$ cat src/rtl/mem_data_access_pkg.sv
// Shared CPU types for the MEM-stage data access unit: load/store descriptors,
// access-size encodings, the access FSM state enum and the alignment rule.
package mem_data_access_pkg;

  localparam logic [1:0] SIZE_B = 2'b00;
  localparam logic [1:0] SIZE_H = 2'b01;
  localparam logic [1:0] SIZE_W = 2'b10;

  typedef struct packed {
    logic       ReadMem;
    logic       sign;
    logic [1:0] size;
  } LoadType;

  typedef struct packed {
    logic       DMWr;
    logic [1:0] size;
  } StoreType;

  typedef enum logic [2:0] {
    DACC_IDLE   = 3'd0,
    DACC_REQ    = 3'd1,
    DACC_WAIT   = 3'd2,
    DACC_DONE   = 3'd3,
    DACC_CANCEL = 3'd4
  } DAccState;

  function automatic logic is_misaligned(input logic [1:0] size, input logic [1:0] addr_lo);
    logic mis;
    case (size)
      SIZE_H:  mis = addr_lo[0];
      SIZE_W:  mis = (addr_lo != 2'b00);
      default: mis = 1'b0;
    endcase
    return mis;
  endfunction

endpackage

$ cat src/rtl/mem_data_access_store_lane_gen.sv
// Store lane steering: replicates store data across byte lanes and builds the
// byte-enable mask for the addressed lanes.
module store_lane_gen
  import mem_data_access_pkg::*;
(
  input  logic [1:0]  addr_lo_i,
  input  logic [1:0]  size_i,
  input  logic [31:0] outb_i,
  output logic [3:0]  wstrb_o,
  output logic [31:0] wdata_o
);

  always_comb begin
    wstrb_o = 4'b1111;
    wdata_o = outb_i;
    case (size_i)
      SIZE_B: begin
        wstrb_o = 4'b0001 << addr_lo_i;
        wdata_o = {4{outb_i[7:0]}};
      end
      SIZE_H: begin
        wstrb_o = 4'b0011 << addr_lo_i;
        wdata_o = {2{outb_i[15:0]}};
      end
      default: begin
        wstrb_o = 4'b1111;
        wdata_o = outb_i;
      end
    endcase
  end

endmodule

$ cat src/rtl/mem_data_access.sv
// MEM-stage data memory access: alignment check, bus request FSM, pipeline
// stall generation and absorption of responses orphaned by a flush.
module mem_data_access
  import mem_data_access_pkg::*;
(
  input  logic        clk,
  input  logic        rst,
  input  logic [31:0] MEM_ALUOut,
  input  logic [31:0] MEM_OutB,
  input  LoadType     MEM_LoadType,
  input  StoreType    MEM_StoreType,
  input  logic        MEM_ExceptValid,
  input  logic        MEM_Flush,
  input  logic        MEM_Advance,
  output logic        data_req,
  output logic        data_wr,
  output logic [1:0]  data_size,
  output logic [31:0] data_addr,
  output logic [3:0]  data_wstrb,
  output logic [31:0] data_wdata,
  input  logic        data_addr_ok,
  input  logic        data_data_ok,
  input  logic [31:0] data_rdata,
  output logic [31:0] MEM_DMOut,
  output logic        MEM_DStall,
  output logic        MEM_AdEL,
  output logic        MEM_AdES
);

  DAccState    state_q;
  logic [31:0] rbuf_q;
  logic        mis_s;
  logic        need_s;
  logic [3:0]  lane_wstrb_s;

  assign data_wr   = MEM_StoreType.DMWr;
  assign data_size = MEM_StoreType.DMWr ? MEM_StoreType.size : MEM_LoadType.size;
  assign data_addr = MEM_ALUOut;

  assign mis_s    = is_misaligned(data_size, MEM_ALUOut[1:0]);
  assign MEM_AdEL = MEM_LoadType.ReadMem & mis_s & ~MEM_ExceptValid;
  assign MEM_AdES = MEM_StoreType.DMWr & mis_s & ~MEM_ExceptValid;
  assign need_s   = (MEM_LoadType.ReadMem | MEM_StoreType.DMWr) & ~MEM_ExceptValid
                    & ~mis_s & ~MEM_Flush;

  store_lane_gen u_lane (
    .addr_lo_i (MEM_ALUOut[1:0]),
    .size_i    (data_size),
    .outb_i    (MEM_OutB),
    .wstrb_o   (lane_wstrb_s),
    .wdata_o   (data_wdata)
  );

  assign data_wstrb = MEM_StoreType.DMWr ? lane_wstrb_s : 4'b0000;

  assign data_req   = ((state_q == DACC_IDLE) & need_s) | (state_q == DACC_REQ);
  assign MEM_DMOut  = (state_q == DACC_DONE) ? rbuf_q : data_rdata;
  assign MEM_DStall = (need_s & ~(((state_q == DACC_WAIT) & data_data_ok) | (state_q == DACC_DONE)))
                      | (state_q == DACC_CANCEL);

  // Flush wins over Advance; a flushed outstanding request is drained in CANCEL.
  always_ff @(posedge clk or posedge rst) begin
    if (rst) begin
      state_q <= DACC_IDLE;
      rbuf_q  <= 32'h0000_0000;
    end else begin
      case (state_q)
        DACC_IDLE: begin
          if (need_s && data_addr_ok) state_q <= DACC_WAIT;
          else if (need_s)            state_q <= DACC_REQ;
          else                        state_q <= DACC_IDLE;
        end
        DACC_REQ: begin
          if (data_addr_ok)   state_q <= MEM_Flush ? DACC_CANCEL : DACC_WAIT;
          else if (MEM_Flush) state_q <= DACC_IDLE;
          else                state_q <= DACC_REQ;
        end
        DACC_WAIT: begin
          if (data_data_ok) begin
            if (MEM_Flush || MEM_Advance) begin
              state_q <= DACC_IDLE;
            end else begin
              state_q <= DACC_DONE;
              rbuf_q  <= data_rdata;
            end
          end else if (MEM_Flush) begin
            state_q <= DACC_CANCEL;
          end else begin
            state_q <= DACC_WAIT;
          end
        end
        DACC_DONE: begin
          if (MEM_Advance || MEM_Flush) state_q <= DACC_IDLE;
          else                          state_q <= DACC_DONE;
        end
        DACC_CANCEL: begin
          if (data_data_ok) state_q <= DACC_IDLE;
          else              state_q <= DACC_CANCEL;
        end
        default: state_q <= DACC_IDLE;
      endcase
    end
  end

endmodule

$ cat config.mk
export PLATFORM = sky130hd
export DESIGN_NAME = mem_data_access
export DESIGN_NICKNAME = d
export VERILOG_FILES = /design/src/rtl/mem_data_access_pkg.sv /design/src/rtl/mem_data_access_store_lane_gen.sv /design/src/rtl/mem_data_access.sv
export SDC_FILE = /design/constraint.sdc
export NUM_CORES = 1
export LEC_CHECK = 0
export ABC_AREA = 0
export BUFFER_PORTS_ARGS = -buffer_cell sky130_fd_sc_hd__buf_2
export CAP_MARGIN = 20
export CORE_UTILIZATION = 37
export CTS_BUF_LIST = sky130_fd_sc_hd__clkbuf_4
export DETAILED_ROUTE_END_ITERATION = 6
export PLACE_DENSITY_LB_ADDON = 0.08
export SLEW_MARGIN = 10
export SYNTH_ARGS = -nofsm -noshare
export SYNTH_HDL_FRONTEND = slang
export SYNTH_HIERARCHICAL = 1
export SYNTH_SLANG_ARGS = --single-unit
$ cat constraint.sdc
create_clock -name clk -period 2.4 [get_ports clk]
set_clock_uncertainty 0.05 [all_clocks]
set_input_delay 0.48 -clock clk [delete_from_list [all_inputs] [get_ports clk]]
set_output_delay 0.48 -clock clk [all_outputs]
set_load 0.1 [all_outputs]
== After elaboration in Yosys (flattened, before gate mapping) ==
Cells that the tools add are included.
Storage, ports and cells
  register bits: 35
  latch bits: 0
  bits in writable memories: 0
  ROM bits: 0
  input port bits: 110
  output and inout bits: 107
  word-level logic and storage cells: 50
  memories kept: 0
Cells by class
  add/sub/neg operators: 0
  $mul: 0
  divide/modulo/power cells: 0
  order comparisons: 0
  equal/unequal tests: 6
  shift-type cells: 2
  multiplexer cells: 15
  bitwise gates (word level): 19
  reduce and logical (&&, ||, !) cells: 6
Operators with widths (count)
  32-bit case mux with 2 select lines: 1
  32-bit 2-to-1 mux: 1
  3-bit case mux with 5 select lines: 1
  3-bit 2-to-1 mux: 4
  1-bit AND: 10
  4-bit case mux with 2 select lines: 1
  3-bit by 2-bit equality test with 1-bit output, second input constant: 2
  2-bit 2-to-1 mux: 3
  1-bit inverter: 5
  4-bit 2-to-1 mux: 1
  1-bit OR: 4
  1-bit by 2-bit left shift with 4-bit output, first input constant: 1
  2-bit by 2-bit left shift with 4-bit output, first input constant: 1
  3-bit by 1-bit equality test with 1-bit output, second input constant: 1
  3-bit equality test, second input constant: 1
  3-bit logical NOT: 1
  3-bit AND reduction: 1
  2-bit by 1-bit equality test with 1-bit output, second input constant: 1
  2-bit equality test, second input constant: 1
  2-bit logical NOT: 1
  1-bit 2-to-1 mux: 2
  1-bit case mux with 2 select lines: 1
  2-bit nonzero test: 1
  1-bit logical AND: 1
  1-bit logical OR: 1

== Depth between registers and ports, before layout ==
  depth after elaboration: 9
  gate-level depth with buffers: 8
  mapped depth without buffers: 7

== By module ==
Netlist, hierarchy kept.
By module, submodules not included
  mem_data_access: times used 1, cells an instance 183, area each 2322.2 µm², sequential area each 875.8 µm²
  store_lane_gen: times used 1, cells an instance 61, area each 494.2 µm², sequential area each 0.0 µm²

== Worst setup path after synthesis ==
No wires, ideal clock.
  path type: in2out
  from: in MEM_StoreType[2] in the netlist's numbering
  to: out data_wdata[24]
  arrival: 3.244 ns
  slack: -1.374 ns
  cell stages on the path: 6
  cells stage by stage: clkbuf_1 > mux2i_1 > inv_1 > buf_8 > mux2i_1 > o21ai_1
On the way
  word-level cells in the longest chain between the ends: 3
Ends and longest elaborated chain
  start: declaration: line mem_data_access.sv:11  | input StoreType MEM_StoreType,
  2-bit 2-to-1 mux *: line mem_data_access.sv:37  | assign data_size = MEM_StoreType.DMWr ? MEM_StoreType.size : MEM_LoadType.size;
  named net data_size[0]: line mem_data_access.sv:17  | output logic [1:0] data_size,
  2-bit by 1-bit equality test with 1-bit output / 2-bit logical NOT (equally long branches): line mem_data_access_store_lane_gen.sv:16  | case (size_i)
  32-bit case mux with 2 select lines *: line mem_data_access_store_lane_gen.sv:16
  end: declaration: line mem_data_access.sv:20  | output logic [31:0] data_wdata,
The timed path passes the listed nets; every way through them passes the cells marked *.

== Worst setup path in the final report ==
  from: in MEM_StoreType[2] in the netlist's numbering
  to: out data_req
On the way
  word-level cells in the longest chain between the ends: 8
Ends and longest elaborated chain
  2-bit 2-to-1 mux: line mem_data_access.sv:37
  2-bit equality test / 2-bit by 1-bit equality test with 1-bit output (equally long branches): line mem_data_access_pkg.sv:30  | case (size)
  1-bit case mux with 2 select lines: line mem_data_access_pkg.sv:30
  1-bit inverter: line mem_data_access.sv:44  | & ~mis_s & ~MEM_Flush;
  1-bit AND * (2 in a row): line mem_data_access.sv:44
  1-bit AND *: line mem_data_access.sv:56  | assign data_req = ((state_q == DACC_IDLE) & need_s) | (state_q == DACC_REQ);
  1-bit OR *: line mem_data_access.sv:56
  end: declaration: line mem_data_access.sv:15  | output logic data_req,
Every way passes the cells marked *; elsewhere a longest branch is shown, timed or not.

==> run summary <==
number of global-route vias before repair -> 2253
Root Driver -> clkbuf_4
Tcrit/Tclk final -> 102%
Tmin final -> 2.44 ns
RSZ-0062 raised after global routing -> yes
Hold Crit Class -> in -> async
setup TNS -> -0.290 ns
Synthesized Nets -> 356
Ant. Diodes -> 0
CTS H-tree depth -> 2
IO Count -> 217
DR vias -> 2298
Worst setup SP type -> input pin
Port Buffers -> 155
crit-path cells -> buf_12 -> mux2i_4 -> clkinvlp_4 -> ha_4 -> a21oi_4 -> nor2_4 -> buf_6 -> o21a_4 -> buf_12
maximum fanout along the worst path -> 4
Layout Area Growth over Synthesis -> 72.4%
type of destination of the critical path -> output pin
largest net degree at the start of global routing -> 36
row cnt -> 31
critical path's slowest cell -> mux2i_4
commonest non-fill, non-tap cell in the layout -> buf_2
CTS clk-pin slew, worst paths -> 0.12 ns
# clock sinks -> 35
Clock power frac -> 12.7%
sequential element share of the synthesized area -> 31.1%
final setup violation count -> 12
Avg Cell Area, Syn -> 11.5 um2
cts hold-fix bufs -> 0
All-Layer GR Usage -> 18.0%
Comb pwr share -> 58.6%
Max IR drop VDD -> 0.304 mV
drt wl/cell -> 15.6 um
number of fill cells -> 561
Largest delay share family, worst path -> buffers and inverters
drt total wl -> 7.34 mm
Switch Pwr -> 0.00143 W
Max Slew Vio Count -> 0
fmax -> 0.410 GHz
number of max-cap violations -> 0
critical path class -> in -> out
sequential share of power -> 28.7%
relative slew slack -> 60.8%
Cell Pwr Density -> 692 nW/um2
Starting Density -> 38.6%
initial antenna violation count -> 0
Final ANT Viol Nets -> 0
Final HPWL DP -> 5.63 mm
largest buffer count on any clock path -> 2
Lkg Pwr -> 2.43 nW
nets -> 484
grt total ovfl -> 0
global placer's final weighted congestion -> 0.786
Die ar. -> 7960 um2
Worst Path Buf+Inv -> 4
share of cells above drive strength 1 -> 80.4%
post-DR vias/cell -> 4.87
P_int -> 0.00193 W
Cells after Synth -> 244
Worst Path Arrival -> 1.91 ns
required time of the critical path -> 1.87 ns
fin worst setup slack -> -0.0366 ns
worst skew pair latency -> 0.33 ns
most frequent CP cell -> buf_12
first-pass GRT wire length -> 10.9 mm
Die Wd -> 89.2 um
synth unique cells -> 35
Max stage delay on crit path -> 0.25 ns
synthesis-stage register bit count -> 35
failing checks -> setup timing
Core Area -> 7290 um2
status -> finished, violations left
Initial DRC Count -> 22
most frequent cells in the layout -> 90 x buf_2, 67 x buf_12, 46 x mux2_4
Hold Fails Final Rpt -> 0
final hold slack -> 0.117 ns
total number of yosys warnings -> 6
DRC -> 0
Die Span Y -> 89.2 um
switch share -> 42.5%
Num CTS Buffers -> 5
Pre-antenna DRT Iters -> 3
CTS tree -> built
Netlist Area Pre-Place -> 2820 um2
Slew @ Worst Pin -> 0.588 ns
-- routing by layer --
layer / global-route usage (%) / part of all wire [%]
met1: 20.4 / 39
met2: 31.4 / 51
met3: 5.45 / 7.9
met4: 7.50 / 2.3
met5: 0 / 0
-- metrics by stage --
stage / worst slack, ns / instance area [um2] / total power (W) / utilization [%] / cells
final: -0.0366 / 4860 / 0.00336 / 66.6 / 472
after floorplan: -0.669 / 3120 / 0.00259 / - / 244
after global placement: -0.257 / 4550 / 0.00283 / 62.4 / 462
after detailed placement: -0.273 / 4550 / 0.00286 / 62.4 / 462
after CTS: -0.0699 / 4800 / 0.00337 / 65.9 / 471
after global routing: -0.116 / 4860 / 0.00351 / 66.6 / 472
-- final timing paths --
check                              to  cells past startpoint        startpoint  slack (ns)
min reg2reg                 rbuf_q[7]                      1         rbuf_q[7]        0.46
min in group clk           rbuf_q[17]                      2    data_rdata[17]        0.32
min                        rbuf_q[17]                      3               rst        0.12
max reg2reg                 rbuf_q[7]                      4        state_q[1]        0.61
max in group asynchronous   rbuf_q[7]                      3               rst        1.97
max                          data_req                      9  MEM_StoreType[2]       -0.04
-- power by group through the flow --
stage	sequential [W]	clock [W]	combinational, W
after global placement	0.000958	0	0.00187
final	0.000964	0.000426	0.00197
after global routing	0.000997	0.000470	0.00204
after CTS	0.000963	0.000446	0.00196
after floorplan	0.000930	0	0.00166
after detailed placement	0.000974	0	0.00189
-- repair_timing --
action,CTS,global route
hold endpoints to repair,0,0
buffers inserted,1,1
setup endpoints to repair,64,61
cloned,0,0
resized for setup,46,13
pin swaps,5,4
-- cell type report --
cell class / instances / area, um2 / area share, %
well taps: 99 / 124 / 2.55
inverters: 4 / 22.5 / 0.464
clock inverters: 3 / 43.8 / 0.902
repair buffers: 175 / 1950 / 40.1
clock buffers: 5 / 37.5 / 0.773
flip-flops and latches: 35 / 878 / 18.1
multi-input cells: 151 / 1800 / 37.1
-- sequential cells by signal, summed over array words and instances (netlist names) --
signal	cells
rbuf_q	32
state_q	3
-- Yosys cell counts, drive strengths merged --
library cell  number  area [um2]
mux2i             10         100
nand3b             3        35.0
nor2               8        46.3
nor3               1        5.00
a211o              2        17.5
a21oi              1        5.00
a31o               1        8.76
a22o               1        8.76
o21bai             2        15.0
and3b              3        27.5
ha                 2        25.0
buf               51         392
clkbuf             3        11.3
nand3              1        5.00
a211oi             1        7.51
o22ai              1        6.26
nor4b              2        32.5
dfrtp             35         876
and2               4        25.0
a21boi             1        7.51
inv                4        15.0
o21a               1        7.51
o21ai             13        65.1
nand2b             1        6.26
mux2              81        1020
nand2             11        41.3
-- worst reg2reg max path, stage by stage, from the launching register on --
cell and delay, ns:
dfrtp_2 0.48, nor4b_4 0.17, nand3b_4 0.07, buf_4 0.48, mux2_2 0.43
-- cell families after synthesis --
| group | count (synthesis) | synth area share (%) |
|---|---|---|
| DFF | 35 | 31.1 |
| adders and majority gates | 2 | 0.888 |
| muxes | 91 | 39.9 |
| buffers and inverters | 58 | 14.8 |
| and+or+nand+nor | 34 | 7.95 |
| AOI/OAI and AO/OA | 24 | 5.29 |
Note: power is estimated with default switching activity, not from simulation.
